<file path="src/rtl/mem_arbiter.sv">
// Round-robin arbiter sharing one single-port data RAM between instruction fetch (m0)
// and load/store (m1); each access is captured, driven for one cycle, then acked.
module mem_arbiter #(
  parameter int DATA_W = 32,
  parameter int ADDR_W = 32
) (
  input  logic              clk,
  input  logic              rst,
  input  logic              m0_req,
  input  logic              m0_we,
  input  logic [ADDR_W-1:0] m0_addr,
  input  logic [DATA_W-1:0] m0_wdata,
  output logic [DATA_W-1:0] m0_rdata,
  output logic              m0_ack,
  input  logic              m1_req,
  input  logic              m1_we,
  input  logic [ADDR_W-1:0] m1_addr,
  input  logic [DATA_W-1:0] m1_wdata,
  output logic [DATA_W-1:0] m1_rdata,
  output logic              m1_ack,
  output logic              ram_read,
  output logic              ram_write,
  output logic [ADDR_W-1:0] ram_addr,
  output logic [DATA_W-1:0] ram_wdata,
  input  logic [DATA_W-1:0] ram_rdata
);

  typedef enum logic [1:0] {IDLE, BUSY, ACK} state_t;

  state_t            state_reg, state_next;
  logic              gnt_reg, gnt_next;
  logic              last_reg, last_next;
  logic              we_reg, we_next;
  logic [ADDR_W-1:0] addr_reg, addr_next;
  logic [DATA_W-1:0] wdata_reg, wdata_next;
  logic [DATA_W-1:0] rdata_reg, rdata_next;
  logic              winner;

  always_comb begin
    state_next = state_reg;
    gnt_next   = gnt_reg;
    last_next  = last_reg;
    we_next    = we_reg;
    addr_next  = addr_reg;
    wdata_next = wdata_reg;
    rdata_next = rdata_reg;
    winner     = 1'b0;
    case (state_reg)
      IDLE: begin
        if (m0_req || m1_req) begin
          // On contention the requester that did not win last time is served.
          if (m0_req && m1_req) winner = ~last_reg;
          else                  winner = m1_req;
          gnt_next   = winner;
          last_next  = winner;
          we_next    = winner ? m1_we    : m0_we;
          addr_next  = winner ? m1_addr  : m0_addr;
          wdata_next = winner ? m1_wdata : m0_wdata;
          state_next = BUSY;
        end
      end
      BUSY: begin
        if (!we_reg) rdata_next = ram_rdata;
        state_next = ACK;
      end
      ACK:     state_next = IDLE;
      default: state_next = IDLE;
    endcase
  end

  always_ff @(posedge clk) begin
    if (rst) begin
      state_reg <= IDLE;
      gnt_reg   <= 1'b0;
      last_reg  <= 1'b1;
      we_reg    <= 1'b0;
      addr_reg  <= '0;
      wdata_reg <= '0;
      rdata_reg <= '0;
    end else begin
      state_reg <= state_next;
      gnt_reg   <= gnt_next;
      last_reg  <= last_next;
      we_reg    <= we_next;
      addr_reg  <= addr_next;
      wdata_reg <= wdata_next;
      rdata_reg <= rdata_next;
    end
  end

  // RAM strobes decode from state alone, so a write already in BUSY commits even under reset.
  assign ram_read  = (state_reg == BUSY) && !we_reg;
  assign ram_write = (state_reg == BUSY) &&  we_reg;
  assign ram_addr  = {2'b00, addr_reg[ADDR_W-1:2]};
  assign ram_wdata = wdata_reg;

  assign m0_ack   = (state_reg == ACK) && !gnt_reg;
  assign m1_ack   = (state_reg == ACK) &&  gnt_reg;
  assign m0_rdata = rdata_reg;
  assign m1_rdata = rdata_reg;

endmodule
</file>
<file path="config.mk">
export PLATFORM = sky130hd
export DESIGN_NAME = mem_arbiter
export DESIGN_NICKNAME = d
export VERILOG_FILES = /design/src/rtl/mem_arbiter.sv
export SDC_FILE = /design/constraint.sdc
export NUM_CORES = 1
export LEC_CHECK = 0
export BUFFER_PORTS_ARGS = -buffer_cell sky130_fd_sc_hd__buf_2
export CORE_MARGIN = 2
export CORE_UTILIZATION = 35
export CTS_CLUSTER_DIAMETER = 50
export CTS_CLUSTER_SIZE = 24
export DETAILED_ROUTE_END_ITERATION = 10
export GPL_ROUTABILITY_DRIVEN = 0
export GPL_TIMING_DRIVEN = 0
export PLACE_DENSITY = 0.69
export SLEW_MARGIN = 40
export SYNTH_ARGS = -nofsm -noshare
export SYNTH_HDL_FRONTEND = slang
export SYNTH_SLANG_ARGS = --single-unit
</file>
<file path="constraint.sdc">
create_clock -name clk -period 2.92 [get_ports clk]
set_input_delay 0.438 -clock clk [delete_from_list [all_inputs] [get_ports clk]]
set_output_delay 0.438 -clock clk [all_outputs]
set_load 0.005 [all_outputs]
</file>
==> results of run 1 <==
Yosys cell counts (2+ instances only):
cell type	count
a21oi_1	96
a311oi_1	63
and3b_1	2
buf_2	28
buf_4	34
buf_6	3
clkbuf_1	19
dfxtp_1	99
nand2_1	190
nor2_2	2
nor3b_1	2
o21ai_0	2
or2_2	2
metrics by stage:
step	instances	hold slack, ps
2_1_floorplan	553	463
3_3_place_gp	1011	454
3_5_place_dp	1011	461
4_1_cts	1027	323
5_1_grt	1027	336
6_report	1027	337
cell usage in the layout (no fill, tap or decap), drive strengths merged:
cell,instances
nor3b,2
nand3,1
nand2,190
clkbuf,33
dfxtp,99
inv,1
nor2,3
conb,2
or2,2
clkinv,2
nor3,1
or3b,1
a21bo,1
nand3b,1
a21oi,96
o21ai,2
buf,356
a21boi,1
and3b,2
a311oi,63
layer usage:
layer,vias up,part of all wire,GRT usage
li1,2489,-,-
met1,2271,0.41,0.271
met2,210,0.50,0.390
met3,11,0.077,0.0439
met4,0,0.0088,0.0586
met5,-,0,0
power by group:
group | switching, mW | internal, mW | leakage [nW]
sequential | 0.0751 | 1.49 | 0.818
clock | 0.496 | 0.624 | 0.137
combinational | 0.425 | 0.378 | 2.22
total | 0.996 | 2.49 | 3.17
worst min path at each step:
stage	to	from	slack, ps
detailed placement	m0_rdata[13]	m0_rdata[13]	460
global placement	m0_rdata[13]	m0_rdata[13]	450
global route	m0_rdata[31]	ram_rdata[31]	340
finish	m0_rdata[9]	ram_rdata[9]	340
floorplan	gnt_reg	gnt_reg	460
CTS	m0_rdata[9]	ram_rdata[9]	320
cells by family after synthesis:
kind of cell | count (synthesis) | synth area share
simple gates | 203 | 0.184
compound gates | 163 | 0.243
flops | 99 | 0.455
buf+inv | 86 | 0.117
other cells | 1 | 0.000861
critical path: cells and delay by family, from the launching register on:
family                 cells  cell delay (ps)
buffers and inverters      4              590
DFF                        1              420
and+or+nand+nor            1              350
layout make-up:
cell class	count	area share
plain buffers	85	0.0801
clock buffers	14	0.0419
clock inverters	2	0.00159
inverters	1	0.000596
multi-input cells	368	0.297
flip-flops and latches	99	0.315
well taps	168	0.0334
repair buffers	290	0.231
==> results.md, run 1 <==
* Setup crit start: state_reg[0]
* Setup Slack @ Placement at 711 ps
* Length in cells of the worst reg-to-reg path at 4
* Critical path arrival at 1700 ps
* Hold path cells at 3
* Worst-path maximum fanout at 10
* Reg area at 1980 um2
* Fill cells at 1,274
* Outcome: complete, no violations
* Worst-Skew Late Latency at 330 ps
* Most common cell on crit path: buf_2
* Setup crit end: ram_read
* GRT Total Usage at 0.220
* First-pass GRT wire length at 23,100 um
* MaxCap Viol Count at 0
* Multi-input gate area at 1870 um2
* Maximum clock path buffer count at 2
* # clock sinks at 99
* Yosys cell types at 23
* Yosys Warn Count at 0
* H-tree Lvls at 3
* Synth Cell Area at 4350 um2
* Chip width at 116 um
* Initial core utilization at 0.361
* TritonCTS clock tree: built
* Share of cells above drive strength 1 at 0.435
* Vias per cell at 4.85
* Primary FF master, synth: dfxtp_1
* Max-slew violation count at 0
* Post-layout power at 3.48 mW
* Routed WL per cell at 14.9 um
* P_leak at 3.17 nW
* Worst vdd ir at 0.211 mV
* Post-cts gate resize count at 0
* Slew margin rel. at 0.512
* CP endpoint kind: primary output
* Fin crit share at 0.731
* Total grt overflow at 0
* Layout Skew at 5.35 ps
* Setup CP Type: flip-flop to primary output
* Drt pass-1 iters at 4
* Final Critical Period at 2130 ps
* Reg2reg start: state_reg[1]
* DR iter-0 viols at 350
* Async SR Flop Fraction at 0
* Root buf cell: clkbuf_16
* Detailed Route WL at 15,300 um
* DRC Markers at 0
* RSZ-0062 raised after global routing: no
* Post-DRT Antenna Nets at 0
* PnR worst setup slack at 787 ps
* Via count at 4,981
* Port Buffers at 290
* Worst-Margin Slew at 731 ps
* Cells along the critical path: or3b_1 > buf_2 > inv_2 > buf_6 > buf_2
* Final instance area at 6290 um2
* Total negative setup slack at 0 ps
* Ant. Diodes at 0
* R2R Setup Slk at 1170 ps
* IO Pins at 298
* Setup-failing EPs final at 0
* Number of synthesized flops with an enable pin at 0
* Endpoints failing hold at 0
* Largest net degree at the start of global routing at 15
* FP Rows at 40
* Dpl cell area at 6020 um2
* Sequential area share after synthesis at 0.455
* Top cell type by total area after synthesis: dfxtp_1
* Clock transition at path regs at 70 ps
* Area delta synth->final at 44.5%
* Yosys top cell area share at 0.455
* TritonCTS Buffers at 9
* Die Ht at 116 um
* Post-CTS setup buffer count at 0
* Synth Area per Inst at 7.89 um2
* Cells after Synth at 552
* Core box area at 12,100 um2
* Fin util at 0.522
* Crit path largest cell delay at 420 ps
* Post-detail-place hpwl at 11,600 um
* Top cells by area, synth: dfxtp_1 (46%), nand2_1 (16%), a311oi_1 (13%), a21oi_1 (11%), buf_4 (5.9%)
* Power density cells at 554 nW/um2
* Initial antenna violation count at 0
* Hold Path Class: primary input to flip-flop
* Nets at 1,020
* Slowest cell on crit path: dfxtp_1
* CP required at 2480 ps
* #FFs+latches synth at 99
* Vias in the first global route at 4,598
* CP startpoint kind: flip-flop
* Die area at 13,300 um2
* Max Freq at 0.469 GHz
* CTS Hold Bufs at 0
* Worst reg2reg path endpoint: addr_reg[17]
Note: power is estimated with default switching activity, not from simulation.
==> run 2: changes to the inputs <==
--- a/config.mk
+++ b/config.mk
@@ -13,7 +13,7 @@
 export DETAILED_ROUTE_END_ITERATION = 10
 export GPL_ROUTABILITY_DRIVEN = 0
 export GPL_TIMING_DRIVEN = 0
-export PLACE_DENSITY = 0.69
+export PLACE_DENSITY = 0.72
 export SLEW_MARGIN = 40
 export SYNTH_ARGS = -nofsm -noshare
 export SYNTH_HDL_FRONTEND = slang
==> constraint.sdc (replaced) <==
create_clock -name clk -period 1.95 [get_ports clk]
set_input_delay 0.2925 -clock clk [delete_from_list [all_inputs] [get_ports clk]]
set_output_delay 0.2925 -clock clk [all_outputs]
set_load 0.005 [all_outputs]
==> run 2 against run 1 <==
Effect of this change: sequential power increased by 51%; cell area rose by 0.38%; routed wire length decreased by 2.9%; utilization up 0.20 points; register-to-register slack got worse by 910 ps.
==> results.md, run 2 (synthesis gave the netlist of run 1 again) <==
* Setup Slack @ Placement at -49.4 ps
* Power density cells at 827 nW/um2
* CP startpoint kind: flip-flop
* Worst reg2reg path endpoint: ram_wdata[31]
* Post-detail-place hpwl at 11,400 um
* Ant. Diodes at 0
* TritonCTS Buffers at 9
* First-pass GRT wire length at 22,200 um
* Endpoints failing hold at 0
* IO Pins at 298
* Post-layout power at 5.22 mW
* Non-Filler Instances at 1,028
* Total negative setup slack at 0 ps
* CP required at 1660 ps
* Setup crit start: state_reg[0]
* Root buf cell: clkbuf_16
* Commonest non-fill, non-tap cells in the layout: buf_2 (318), nand2_1 (190), dfxtp_1 (97)
* MaxCap Viol Count at 0
* Max Freq at 0.540 GHz
* Slew margin rel. at 0.598
* H-tree Lvls at 3
* Setup CP Type: flip-flop to primary output
* # clock sinks at 99
* Vias in the first global route at 4,490
* Fill cells at 1,253
* Worst vdd ir at 0.351 mV
* DRC Markers at 0
* Drt pass-1 iters at 4
* P_leak at 3.19 nW
* FP Rows at 40
* Total grt overflow at 0
* Via count at 4,974
* Setup crit end: ram_read
* Core box area at 12,100 um2
* DR iter-0 viols at 231
* Largest net degree at the start of global routing at 15
* Maximum clock path buffer count at 2
* RSZ-0062 raised after global routing: no
* Die area at 13,300 um2
* PnR worst setup slack at 99.3 ps
* GRT Total Usage at 0.212
* Layout Skew at 6.41 ps
* Max-slew violation count at 0
* Hold Path Class: primary input to flip-flop
* Nets at 1,023
* Worst-path maximum fanout at 10
* Detailed Route WL at 14,800 um
* Setup-failing EPs final at 0
* Final Critical Period at 1850 ps
* Reg2reg start: state_reg[1]
* CP endpoint kind: primary output
* Worst-Margin Slew at 603 ps
* Length in cells of the worst reg-to-reg path at 4
* Initial antenna violation count at 0
* Routed WL per cell at 14.4 um
* Outcome: complete, no violations
* CTS Hold Bufs at 0
* Area delta synth->final at 45.1%
* Initial core utilization at 0.361
* Clock transition at path regs at 70 ps
* Commonest non-fill, non-tap cell in the layout: buf_2
* Critical path arrival at 1560 ps
* Vias per cell at 4.84
* TritonCTS clock tree: built
* Share of cells above drive strength 1 at 0.442
* Port Buffers at 290
* Fin crit share at 0.949
* Placed Cells incl. Taps at 1,011
* R2R Setup Slk at 260 ps
* Chip width at 116 um
* Die Ht at 116 um
* Post-DRT Antenna Nets at 0
* Worst-Skew Late Latency at 350 ps
run 2: area by class of cell:
type                            instances  area [um2]  share of cell area
Sequential cell                        99        1990               0.315
Multi-Input combinational cell        368        1870               0.296
Timing Repair Buffer                  293        1470               0.233
Buffer                                 85         504              0.0798
Clock buffer                           11         253              0.0400
Tap cell                              168         210              0.0333
Clock inverter                          3        15.0             0.00238
Inverter                                1        6.26            0.000990
run 2: what timing repair did:
item / CTS / global route
endpoints found under the setup margin: 1 / 1
setup buffers: 0 / 3
resized for setup: 2 / 2
gates cloned: 0 / 0
run 2: worst min path at each step:
| stage | from | end | cells past startpoint |
|---|---|---|---|
| floorplan | ram_rdata[0] | m0_rdata[0] | 2 |
| global placement | m0_rdata[26] | m0_rdata[26] | 2 |
| detailed placement | m0_rdata[12] | m0_rdata[12] | 2 |
| CTS | ram_rdata[23] | m0_rdata[23] | 3 |
| global route | ram_rdata[20] | m0_rdata[20] | 3 |
| finish | ram_rdata[8] | m0_rdata[8] | 3 |
run 2: layer usage:
layer,GRT usage,vias to the layer above,share of wire
li1,-,2489,-
met5,0,-,0
met1,0.247,2241,0.41
met3,0.0460,22,0.070
met4,0.0835,0,0.022
met2,0.378,222,0.50
run 2: metrics by stage:
step	cell area [um2]	util	hold slack (ps)
3_5_place_dp	6020	0.499	458
6_report	6320	0.524	181
2_1_floorplan	4360	-	428
4_1_cts	6290	0.522	167
3_3_place_gp	6020	0.499	455
5_1_grt	6320	0.524	182
run 2: power breakdown:
| group | switching [mW] | internal, mW |
|---|---|---|
| Combinational | 0.625 | 0.573 |
| Sequential | 0.120 | 2.23 |
| Clock | 0.763 | 0.915 |
run 2: worst max-delay path, stage by stage, from the launching register on:
cell and delay (ps):
dfxtp_4 370, or3b_1 330, buf_2 170, inv_4 90, buf_6 130, buf_2 110
==> run 3: changes to the inputs <==
--- a/config.mk
+++ b/config.mk
@@ -13,7 +13,7 @@
 export DETAILED_ROUTE_END_ITERATION = 10
 export GPL_ROUTABILITY_DRIVEN = 0
 export GPL_TIMING_DRIVEN = 0
-export PLACE_DENSITY = 0.72
+export PLACE_DENSITY = 0.69
 export SLEW_MARGIN = 40
 export SYNTH_ARGS = -nofsm -noshare
 export SYNTH_HDL_FRONTEND = slang
==> constraint.sdc (replaced) <==
create_clock -name clk -period 2.1 [get_ports clk]
set_input_delay 0.315 -clock clk [delete_from_list [all_inputs] [get_ports clk]]
set_output_delay 0.315 -clock clk [all_outputs]
set_load 0.005 [all_outputs]
==> run 3 against run 2 <==
Effect of this change: register-to-register slack improved by 90 ps; critical endpoint unchanged; sequential share of layout area increased by 0.053 points; cell count about the same; global-route usage increased by 0.78 points; via count increased by 0.14%; critical path type unchanged; highest routed layer unchanged.
==> results.md, run 3 (synthesis gave the netlist of run 1 again) <==
* Outcome: complete, no violations
* Max Freq at 0.512 GHz
* FP Rows at 40
* TritonCTS clock tree: built
* Crit path largest cell delay at 380 ps
* Ant. Diodes at 0
* # clock sinks at 99
* CTS Hold Bufs at 0
* Worst-Skew Late Latency at 330 ps
* CP required at 1780 ps
* Power density cells at 770 nW/um2
* Layout Skew at 5.35 ps
* Most common cell on crit path: buf_2
* Reg2reg start: state_reg[1]
* P_leak at 3.18 nW
* Hold Path Class: primary input to flip-flop
* Vias in the first global route at 4,598
* Port Buffers at 290
* Die Ht at 116 um
* H-tree Lvls at 3
* Total negative setup slack at 0 ps
* Commonest non-fill, non-tap cell in the layout: buf_2
* Worst-path maximum fanout at 10
* Area delta synth->final at 44.6%
* Endpoints failing hold at 0
* Via count at 4,981
* Die area at 13,300 um2
* Core box area at 12,100 um2
* Worst Hold Launch: ram_rdata[9]
* TritonCTS Buffers at 9
* CP startpoint kind: flip-flop
* Final Critical Period at 1950 ps
* Post-cts gate resize count at 0
* Share of cells above drive strength 1 at 0.437
* Setup crit start: state_reg[0]
* Post-detail-place hpwl at 11,600 um
* Fin crit share at 0.929
* Chip width at 116 um
* DRC Markers at 0
* Worst-Margin Slew at 731 ps
* CP endpoint kind: primary output
* Maximum clock path buffer count at 2
* Initial antenna violation count at 0
* Critical path arrival at 1640 ps
* Clock transition at path regs at 70 ps
* MaxCap Viol Count at 0
* Slew margin rel. at 0.512
* CP delay by family, top: buffers and inverters
* Min Hold Slack at 214 ps
* Slowest cell on crit path: dfxtp_2
* Total grt overflow at 0
* Bufs and invs on worst path at 4
* First-pass GRT wire length at 23,100 um
* Worst vdd ir at 0.294 mV
* IO Pins at 298
* Max-slew violation count at 0
* Initial core utilization at 0.361
* Vias per cell at 4.85
* Nets at 1,020
* Cells along the critical path: or3b_1 > buf_2 > inv_2 > buf_6 > buf_2
* Post-DRT Antenna Nets at 0
* RSZ-0062 raised after global routing: no
* Setup-failing EPs final at 0
* Commonest non-fill, non-tap cells in the layout: buf_2 (318), nand2_1 (190), dfxtp_1 (98)
* Root buf cell: clkbuf_16
* DR iter-0 viols at 350
* Routed WL per cell at 14.9 um
* Post-CTS setup buffer count at 0
* GRT Total Usage at 0.220
* Detailed Route WL at 15,300 um
* Largest net degree at the start of global routing at 15
* Setup CP Type: flip-flop to primary output
* Drt pass-1 iters at 4
* Post-layout power at 4.85 mW
[run 3: routing by layer]
layer,global-route usage,part of all wire,routed length [um]
met5,0,0,0
met4,0.0586,0.0088,134
met3,0.0439,0.077,1180
met2,0.390,0.50,7690
met1,0.271,0.41,6260
[run 3: layout make-up]
| type | instances | area (um2) |
|---|---|---|
| buffer | 85 | 504 |
| multi-input combinational | 368 | 1870 |
| sequential | 99 | 1980 |
| clock inverter | 2 | 10.0 |
| tap | 168 | 210 |
| fill | 1274 | 5770 |
| clock buffer | 14 | 264 |
| inverter | 1 | 3.75 |
| timing repair buffer | 290 | 1450 |
[run 3: through the flow]
stage	std cells	setup WS, ps	utilization	cell area (um2)
4_1_cts	1027	65.9	0.522	6290
6_report	1027	148	0.522	6290
3_3_place_gp	1011	37.0	0.499	6020
5_1_grt	1027	39.5	0.522	6290
2_1_floorplan	553	690	-	4360
3_5_place_dp	1011	14.3	0.499	6020
[run 3: final timing paths]
check | endpoint | slack (ps) | cells after the start
max | ram_read | 150 | 5
min | m0_rdata[9] | 210 | 3
max reg2reg | addr_reg[17] | 350 | 4
min reg2reg | m0_rdata[3] | 470 | 2
[run 3: where the power goes]
part | total (mW) | leakage [nW] | switching (mW) | internal (mW)
Clock | 1.56 | 0.137 | 0.690 | 0.867
Combinational | 1.12 | 2.22 | 0.590 | 0.525
Sequential | 2.17 | 0.818 | 0.104 | 2.07
Total | 4.85 | 3.18 | 1.38 | 3.46
[run 3: worst min-delay path, stage by stage]
cell and delay (ps):
buf_2 90, nand2_1 40, a21oi_1 50
